--- src/rtl/logic_unit_arbiter_if.sv ---
// Handshake bundle for the two-requester logic unit arbiter.
// master = requesters/consumer side, slave = arbiter side.
interface logic_unit_arbiter_if #(
  parameter int WIDTH = 32
);
  logic             req0_valid;
  logic             req0_ready;
  logic [WIDTH-1:0] req0_a;
  logic [WIDTH-1:0] req0_b;
  logic [1:0]       req0_op;
  logic             req1_valid;
  logic             req1_ready;
  logic [WIDTH-1:0] req1_a;
  logic [WIDTH-1:0] req1_b;
  logic [1:0]       req1_op;
  logic             res_valid;
  logic             res_ready;
  logic [WIDTH-1:0] res_data;
  logic             res_id;
  logic [15:0]      op_count;

  modport master (
    output req0_valid, req0_a, req0_b, req0_op,
    output req1_valid, req1_a, req1_b, req1_op,
    output res_ready,
    input  req0_ready, req1_ready,
    input  res_valid, res_data, res_id, op_count
  );

  modport slave (
    input  req0_valid, req0_a, req0_b, req0_op,
    input  req1_valid, req1_a, req1_b, req1_op,
    input  res_ready,
    output req0_ready, req1_ready,
    output res_valid, res_data, res_id, op_count
  );
endinterface

--- src/rtl/logic_unit_arbiter.sv ---
// Two requesters share one bitwise logic datapath, round-robin arbitrated,
// with a single registered result slot (EMPTY/FULL).
module logic_unit_arbiter #(
  parameter int WIDTH = 32
) (
  input logic                 clk,
  input logic                 rst_n,
  logic_unit_arbiter_if.slave bus
);
  typedef enum logic {
    EMPTY,
    FULL
  } state_e;

  state_e           state_q;
  logic             last_grant_q;
  logic             res_id_q;
  logic [WIDTH-1:0] res_data_q;
  logic [15:0]      op_count_q;

  logic             can_accept;
  logic             winner;
  logic             win_valid;
  logic             accept;
  logic [WIDTH-1:0] op_a;
  logic [WIDTH-1:0] op_b;
  logic [1:0]       op_sel;
  logic [WIDTH-1:0] res_d;

  // Slot frees up when empty or when the consumer drains it this cycle.
  always_comb begin
    can_accept = rst_n &&
      ((state_q == EMPTY) || bus.res_ready);
  end

  always_comb begin
    winner = ~last_grant_q;
    unique case (1'b1)
      (bus.req0_valid && !bus.req1_valid):
        winner = 1'b0;
      (bus.req1_valid && !bus.req0_valid):
        winner = 1'b1;
      default:
        winner = ~last_grant_q;
    endcase
  end

  always_comb begin
    win_valid = winner ? bus.req1_valid
                       : bus.req0_valid;
    accept    = can_accept && win_valid;
    op_a      = winner ? bus.req1_a : bus.req0_a;
    op_b      = winner ? bus.req1_b : bus.req0_b;
    op_sel    = winner ? bus.req1_op : bus.req0_op;
  end

  always_comb begin
    res_d = '0;
    unique case (op_sel)
      2'b00: res_d = op_a & op_b;
      2'b01: res_d = op_a | op_b;
      2'b10: res_d = op_a ^ op_b;
      2'b11: res_d = op_a & ~op_b;
    endcase
  end

  assign bus.req0_ready = can_accept && !winner;
  assign bus.req1_ready = can_accept && winner;
  assign bus.res_valid  = (state_q == FULL);
  assign bus.res_data   = res_data_q;
  assign bus.res_id     = res_id_q;
  assign bus.op_count   = op_count_q;

  always_ff @(posedge clk) begin
    if (!rst_n) begin
      state_q      <= EMPTY;
      last_grant_q <= 1'b1;
      res_id_q     <= 1'b0;
      res_data_q   <= '0;
      op_count_q   <= '0;
    end else begin
      unique case (state_q)
        EMPTY: begin
          if (accept) begin
            state_q <= FULL;
          end
        end
        FULL: begin
          if (!accept && bus.res_ready) begin
            state_q <= EMPTY;
          end
        end
        default: state_q <= EMPTY;
      endcase
      if (accept) begin
        res_data_q   <= res_d;
        res_id_q     <= winner;
        last_grant_q <= winner;
        op_count_q   <= op_count_q + 16'd1;
      end
    end
  end
endmodule

--- src/flat_wrapper.sv ---
// flat-port wrapper written by rule: the top's interface ports become plain ports
module logic_unit_arbiter_flat 
#(
  parameter int WIDTH = 32
)
  (clk, rst_n, bus_req0_valid, bus_req0_a, bus_req0_b, bus_req0_op, bus_req1_valid, bus_req1_a, bus_req1_b, bus_req1_op, bus_res_ready, bus_req0_ready, bus_req1_ready, bus_res_valid, bus_res_data, bus_res_id, bus_op_count);
  logic_unit_arbiter_if #(.WIDTH(WIDTH)) bus_i ();
  input logic clk;
  input logic rst_n;
  input wire logic [$bits(bus_i.req0_valid)-1:0] bus_req0_valid;
  input wire logic [$bits(bus_i.req0_a)-1:0] bus_req0_a;
  input wire logic [$bits(bus_i.req0_b)-1:0] bus_req0_b;
  input wire logic [$bits(bus_i.req0_op)-1:0] bus_req0_op;
  input wire logic [$bits(bus_i.req1_valid)-1:0] bus_req1_valid;
  input wire logic [$bits(bus_i.req1_a)-1:0] bus_req1_a;
  input wire logic [$bits(bus_i.req1_b)-1:0] bus_req1_b;
  input wire logic [$bits(bus_i.req1_op)-1:0] bus_req1_op;
  input wire logic [$bits(bus_i.res_ready)-1:0] bus_res_ready;
  output wire logic [$bits(bus_i.req0_ready)-1:0] bus_req0_ready;
  output wire logic [$bits(bus_i.req1_ready)-1:0] bus_req1_ready;
  output wire logic [$bits(bus_i.res_valid)-1:0] bus_res_valid;
  output wire logic [$bits(bus_i.res_data)-1:0] bus_res_data;
  output wire logic [$bits(bus_i.res_id)-1:0] bus_res_id;
  output wire logic [$bits(bus_i.op_count)-1:0] bus_op_count;
  assign bus_i.req0_valid = bus_req0_valid;
  assign bus_i.req0_a = bus_req0_a;
  assign bus_i.req0_b = bus_req0_b;
  assign bus_i.req0_op = bus_req0_op;
  assign bus_i.req1_valid = bus_req1_valid;
  assign bus_i.req1_a = bus_req1_a;
  assign bus_i.req1_b = bus_req1_b;
  assign bus_i.req1_op = bus_req1_op;
  assign bus_i.res_ready = bus_res_ready;
  assign bus_req0_ready = bus_i.req0_ready;
  assign bus_req1_ready = bus_i.req1_ready;
  assign bus_res_valid = bus_i.res_valid;
  assign bus_res_data = bus_i.res_data;
  assign bus_res_id = bus_i.res_id;
  assign bus_op_count = bus_i.op_count;
  logic_unit_arbiter #(.WIDTH(WIDTH)) u_core (.clk(clk), .rst_n(rst_n), .bus(bus_i));
endmodule
--- config.mk ---
export PLATFORM = sky130hd
export DESIGN_NAME = logic_unit_arbiter_flat
export DESIGN_NICKNAME = d
export VERILOG_FILES = /design/src/rtl/logic_unit_arbiter_if.sv /design/src/rtl/logic_unit_arbiter.sv /design/src/flat_wrapper.sv
export SDC_FILE = /design/constraint.sdc
export NUM_CORES = 1
export LEC_CHECK = 0
export CAP_MARGIN = 20
export CORE_ASPECT_RATIO = 1.4
export CORE_MARGIN = 1.5
export CORE_UTILIZATION = 45
export DETAILED_ROUTE_END_ITERATION = 7
export HOLD_SLACK_MARGIN = 0.02
export PLACE_DENSITY = 0.91
export SLEW_MARGIN = 40
export SYNTH_ARGS = -nofsm -noshare
export SYNTH_HDL_FRONTEND = slang
export SYNTH_SLANG_ARGS = --single-unit
--- constraint.sdc ---
create_clock -name clk -period 3.75 [get_ports clk]
set_clock_uncertainty 0.15 [all_clocks]
set_input_delay 0.375 -clock clk [delete_from_list [all_inputs] [get_ports clk]]
set_output_delay 0.375 -clock clk [all_outputs]
set_load 0.05 [all_outputs]
==> qor.csv, run 1 <==
metric;value;unit
placed_cell_area;0.00676;sq mm
synth_nets;820;
routedWlPerCell;17.2;um
synth_top_area_cell;dfxtp_1;
rsz0062_at_grt;false;
n_fill_cell;815;
start_util;0.459;
boundaryPins;189;
clk_latency;0.30;ns
status;complete, no violations;
core;0.0103;sq mm
cp-end-kind;flop;
min_path_type;flop to flop;
htree_levels;2;
via_count;5597;
cts_made_buffers;5;
arrival;3.28;ns
peakVddDrop;0.000214;V
drc;0;
die-area;0.0111;sq mm
fmax;307;MHz
first_iter_violations;409;
die_w;89.6;um
gp_congestion;0.860;
grt_overflow;0;
max_slew_margin;0.533;
cap_violations;0;
hpwl;11.9;mm
cts-root-buf;clkbuf_16;
start_kind;primary input;
fin_tns_setup;0;ns
final.min_clock_period;3.26;ns
hold_viol_final;0;
post_cts_resized;0;
antenna_found_initial;0;
drive_gt1_frac;0.0720;
yosysSeqAreaShare;0.216;
critPathKind;primary input to flop;
path_max_fanout;60;
setup_violations;0;
vias_per_cell;5.93;
grt_usage;0.282;
power_density;316;mW/mm^2
fin_crit_sh;0.869;
synth_top_area_share;0.216;
synth_cells;646;
grt_pass1_wl;24.7;mm
design_area;0.00691;sq mm
synth.cell_area;0.00472;sq mm
fp.dieH;124;um
finalNetCount;979;
maxSlewViolCount;0;
first_global_vias;5394;
cts_hold_buf;0;
yosys_register_bits;51;
area_growth;46.4;%
p_leak;0.00273;uW
diodes;0;
tightest_slew;0.701;ns
drt.antenna.violating_nets;0;
drtPass1Iterations;5;
portBuffers;188;
clkTransAtPathRegs;0.08;ns
cts_sinks;51;
grt_max_degree;61;
avgSynthCellArea;7.31;sq um
required;3.77;ns
synth.area.top_cells;dfxtp_1, ha_1, a21oi_1;
rows;44;
finalWirelength;16.2;mm
clockBufferDepth;2;
cts_setup_buffers;0;
synth_cell_types;35;
yosys_warnings;0;
cts_tree;built;
## critical path: stages
cell and delay, ns:
clkdlybuf4s50_1 0.52, inv_1 0.06, ha_1 0.32, and2b_1 0.21
nor2_4 0.20, mux2i_1 0.28, inv_1 0.10, ha_2 0.23
buf_12 0.18, or3_1 0.40, a41oi_1 0.25, a21oi_1 0.11
## final cells by class
cell class                 count  area [sq um]  area share
tap                          138           173      0.0250
clock buffer                   5           125      0.0181
sequential                    51          1020       0.148
inverter                      39           146      0.0212
multi-input combinational    507          3370       0.488
timing repair buffer         201          2050       0.297
clock inverter                 3          25.0     0.00362
## state kept, by name, summed over array words and instances, names as in the netlist
name                  cells
u_core.bus.res_valid      1
u_core.bus.op_count      16
u_core.bus.res_id         1
u_core.last_grant_q       1
u_core.bus.res_data      32
## path summary, 6_finish.rpt
check | start | to | slack [ns] | cells after the start
worst max-delay path | bus_req0_valid | u_core.bus.res_data[7] | 0.49 | 12
worst max register to register | u_core.last_grant_q | u_core.bus.res_data[7] | 1.07 | 9
worst min register to register | u_core.bus.op_count[15] | u_core.bus.op_count[15] | 0.35 | 2
worst min-delay path | u_core.bus.op_count[15] | u_core.bus.op_count[15] | 0.35 | 2
## placed cells by master, fill, tap and decap left out, types with 2 or more instances in the layout
| cell | n |
|---|---|
| nand4_1 | 5 |
| ha_2 | 2 |
| a41oi_1 | 32 |
| mux2_1 | 4 |
| dfxtp_1 | 51 |
| xnor2_1 | 2 |
| nand2_1 | 46 |
| o31ai_1 | 6 |
| a21boi_0 | 28 |
| buf_4 | 9 |
| nand3_1 | 4 |
| mux2i_1 | 7 |
| mux2_2 | 28 |
| inv_1 | 39 |
| clkdlybuf4s50_1 | 186 |
| ha_1 | 35 |
| o21ai_0 | 58 |
| a21boi_1 | 4 |
| o21ai_1 | 10 |
| clkbuf_16 | 5 |
| or3_1 | 34 |
| and3_1 | 34 |
| buf_12 | 6 |
| clkinv_4 | 2 |
| nor2_1 | 38 |
| nand2b_1 | 35 |
| nand2b_2 | 2 |
| or4_1 | 7 |
| a21oi_1 | 76 |
## logic make-up after synthesis
family | share of synthesized area
AO/OA/AOI/OAI | 0.280
AND/OR/NAND/NOR | 0.237
buffers and inverters | 0.0739
flip-flops | 0.216
multiplexers | 0.0912
adder cells (fa/ha/maj) | 0.0981
XOR/XNOR | 0.00371
## per-layer routing
layer | GRT usage | share of wire
met4 | 0.137 | 0.035
met1 | 0.302 | 0.35
met2 | 0.516 | 0.54
met3 | 0.0550 | 0.068
met5 | 0 | 0
## synthesized netlist by cell type (all sizes together)
| master | count |
|---|---|
| a21oi | 77 |
| o21ai | 68 |
| dfxtp | 51 |
| nand2 | 46 |
| inv | 39 |
| nor2 | 39 |
| clkbuf | 37 |
| ha | 37 |
| nand2b | 37 |
| and3 | 34 |
| or3 | 34 |
| a21boi | 32 |
| a41oi | 32 |
| mux2 | 32 |
| buf | 12 |
| mux2i | 7 |
| or4 | 7 |
| o31ai | 6 |
| nand3 | 5 |
| nand4 | 5 |
| xnor2 | 2 |
| a2111oi | 1 |
| a21o | 1 |
| a2bb2oi | 1 |
| a31oi | 1 |
| and2 | 1 |
| and2b | 1 |
| nor2b | 1 |
## where the power goes
group	switching [uW]	total, uW	leakage (uW)	internal, uW
clock network	234	485	0.0000700	251
logic	604	1100	0.00225	492
registers	23.8	605	0.000417	581
total	862	2190	0.00273	1320
## through the flow
step,cells,utilization,hold WS (ns),setup WS [ns],total power (uW)
finish,944,0.671,0.347,0.493,2190
global route,944,0.671,0.368,0.359,2310
CTS,944,0.671,0.349,0.513,2180
detailed placement,936,0.657,0.336,0.225,1700
global placement,936,0.657,0.310,0.351,1640
floorplan,646,-,0.358,0.730,1300
Power figures use the tool's default switching activity.
==> inputs of run 2 (changes only) <==
--- a/config.mk
+++ b/config.mk
@@ -7,7 +7,7 @@
 export LEC_CHECK = 0
 export CAP_MARGIN = 20
 export CORE_ASPECT_RATIO = 1.4
-export CORE_MARGIN = 1.5
+export CORE_MARGIN = 5
 export CORE_UTILIZATION = 45
 export DETAILED_ROUTE_END_ITERATION = 7
 export HOLD_SLACK_MARGIN = 0.02
==> constraint.sdc (replaced) <==
create_clock -name clk -period 3.2 [get_ports clk]
set_clock_uncertainty 0.15 [all_clocks]
set_input_delay 0.32 -clock clk [delete_from_list [all_inputs] [get_ports clk]]
set_output_delay 0.32 -clock clk [all_outputs]
set_load 0.05 [all_outputs]
==> run 2 against run 1 <==
Net effect:
- first-iteration DRC count decreased by 32%
- clock power increased by 18%
- die area increased by 14%
- global-route usage decreased by 3.4 points
- count of clock-buffer cells in the layout unchanged
- utilization increased by 0.94 points
- hold slack got worse by 0.0077 ns
- cell count increased by 1.2%
- sequential power increased by 17%
- wire length increased by 0.31%
- critical path depth unchanged
- non-clock buffer count increased by 11
==> qor.csv, run 2 (same netlist as run 1, synthesis figures left out) <==
metric;value;unit;change
status;complete, no violations;;
peakVddDrop;0.000214;V;about the same
die_w;96.6;um;+7.8%
power_density;367;mW/mm^2;+16%
cts-root-buf;clkbuf_16;;
dp_slack;-0.133;ns;-0.358 ns
vias_per_cell;5.76;;-2.9%
cts_tree;built;;
mostFrequentLayoutCells;clkdlybuf4s50_1, a21oi_1, o21ai_0;;
path_cells;clkdlybuf4s50_1 -> inv_1 -> ha_1 -> and2b_1 -> nor2_4 -> mux2i_4 -> inv_1 -> ha_2 -> buf_12 -> or3_1 -> a41oi_1 -> a21oi_1;;
min_path_type;flop to flop;;
post_cts_resized;0;;unchanged
drive_gt1_frac;0.0869;;+0.0149
clk_latency;0.30;ns;about the same
drtPass1Iterations;5;;unchanged
cts_sinks;51;;unchanged
drt.antenna.violating_nets;0;;unchanged
n_fill_cell;868;;+6.5%
sw_frac_of_total;0.387;;-0.00712
via_count;5499;;-1.8%
tightest_slew;0.603;ns;-0.0986 ns
p_int;1580;uW;+20%
path_max_fanout;38;;-37%
start_kind;primary input;;
clkTransAtPathRegs;0.07;ns;about the same
postLayoutSetupSlackWorst;0.102;ns;-0.391 ns
hold_viol_final;0;;unchanged
routedWlPerCell;17.0;um;-0.84%
cts_made_buffers;5;;unchanged
cp-end-kind;flop;;
cts_hold_buf;0;;unchanged
grt_overflow;0;;unchanged
first_global_vias;5238;;-2.9%
rows;44;;unchanged
comb_power_share;0.505;;+0.003
boundaryPins;189;;unchanged
hpwl;12.0;mm;+0.41%
cpMostUsedCell;inv_1;;
maxSlewViolCount;0;;unchanged
start_util;0.456;;-0.00244
cap_violations;0;;unchanged
power.switching;1000;uW;+16%
portBuffers;188;;unchanged
p_leak;0.00279;uW;+2.1%
area_growth;49.2;%;
slowest_delay;0.47;ns;-0.05 ns
drc;0;;unchanged
finalNetCount;990;;+1.1%
fp.dieH;131;um;+5.6%
layout_commonest_cell;clkdlybuf4s50_1;;
fin_tns_setup;0;ns;unchanged
r2r_setup_slack;0.56;ns;-0.51 ns
htree_levels;2;;unchanged
fin_crit_sh;0.968;;
crit_slowest_cell;clkdlybuf4s50_1;;
fmax;323;MHz;
whs;0.339;ns;-0.00775 ns
first_iter_violations;280;;-32%
postLayoutCoreUtil;0.681;;+0.00936
setup_violations;0;;unchanged
max_slew_margin;0.588;;+0.0554
critPathKind;primary input to flop;;
antenna_found_initial;0;;unchanged
grt_max_degree;51;;-16%
grt_usage;0.248;;-0.0342
cp_num_buf_inv;4;;unchanged
clockBufferDepth;2;;unchanged
diodes;0;;unchanged
largest_reg_flops;32;;unchanged
cts_setup_buffers;0;;unchanged
p_seq_frac;0.274;;-0.003
die-area;0.0127;sq mm;+14%
pwr-share-clk;0.221;;about the same
core;0.0103;sq mm;+0.53%
final.min_clock_period;3.10;ns;
gp_congestion;0.882;;+2.5%
required;3.22;ns;-0.55 ns
arrival;3.12;ns;-0.16 ns
path_delay_family;simple AND/OR/NAND/NOR gates;;
grt_pass1_wl;25.2;mm;+1.9%
finalWirelength;16.3;mm;+0.31%
run 2: cell types whose count changed in the layout (fill, tap and decap cells not counted), sizes merged:
cell    previous run  this run
buf               15        26
clkinv             2         0
inv               39        41
run 2: final timing paths:
check	startpoint	end	depth (start not counted)
worst min register to register	u_core.bus.op_count[5]	u_core.bus.op_count[5]	2
worst max-delay path	bus_req0_valid	u_core.bus.res_data[7]	12
worst min-delay path	u_core.bus.op_count[5]	u_core.bus.op_count[5]	2
worst max register to register	u_core.last_grant_q	u_core.bus.res_data[7]	9
run 2: layer usage:
layer	GRT usage	vias to the layer above	wire, um
met5	0	-	0
met4	0.140	0	832
met3	0.0458	57	1170
met2	0.428	231	8190
met1	0.277	2536	6070
li1	-	2675	-
run 2: final cells by class:
class	count	area, sq um	area share
clock inverters	3	25.0	0.00355
inverters	39	146	0.0208
clock buffers	5	125	0.0178
flip-flops and latches	51	1020	0.145
well taps	138	173	0.0245
multi-input cells	507	3400	0.482
repair buffers	212	2160	0.306
run 2: through the flow:
| step | std cells | area [sq um] | power (uW) |
|---|---|---|---|
| after floorplan | 646 | 4720 | 1520 |
| after global placement | 947 | 6870 | 1970 |
| after detailed placement | 947 | 6870 | 2010 |
| after CTS | 955 | 7020 | 2580 |
| after global routing | 955 | 7050 | 2750 |
| final | 955 | 7050 | 2580 |
run 2: worst reg2reg max path, cell delays in order, from the launching register on:
cell     delay [ns]
dfxtp_1        0.39
and2b_1        0.24
nor2_4         0.19
mux2i_4        0.31
inv_1          0.09
ha_2           0.22
buf_12         0.17
or3_1          0.40
a41oi_1        0.26
a21oi_1        0.09
run 2: power by group through the flow:
stage                     Sequential, uW  Combinational [uW]  Clock, uW
after floorplan                      873                 645          0
after global placement               722                1250          0
after detailed placement             723                1280          0
after CTS                            709                1290        577
after global routing                 714                1430        607
final                                708                1300        570
==> inputs of run 3 (changes only) <==
--- a/config.mk
+++ b/config.mk
@@ -9,6 +9,7 @@
 export CORE_ASPECT_RATIO = 1.4
 export CORE_MARGIN = 5
 export CORE_UTILIZATION = 45
+export CTS_CLUSTER_DIAMETER = 200
 export DETAILED_ROUTE_END_ITERATION = 7
 export HOLD_SLACK_MARGIN = 0.02
 export PLACE_DENSITY = 0.91
==> results of run 3 <==
Same layout as run 2: the final DEF is identical, and so are final timing and power.
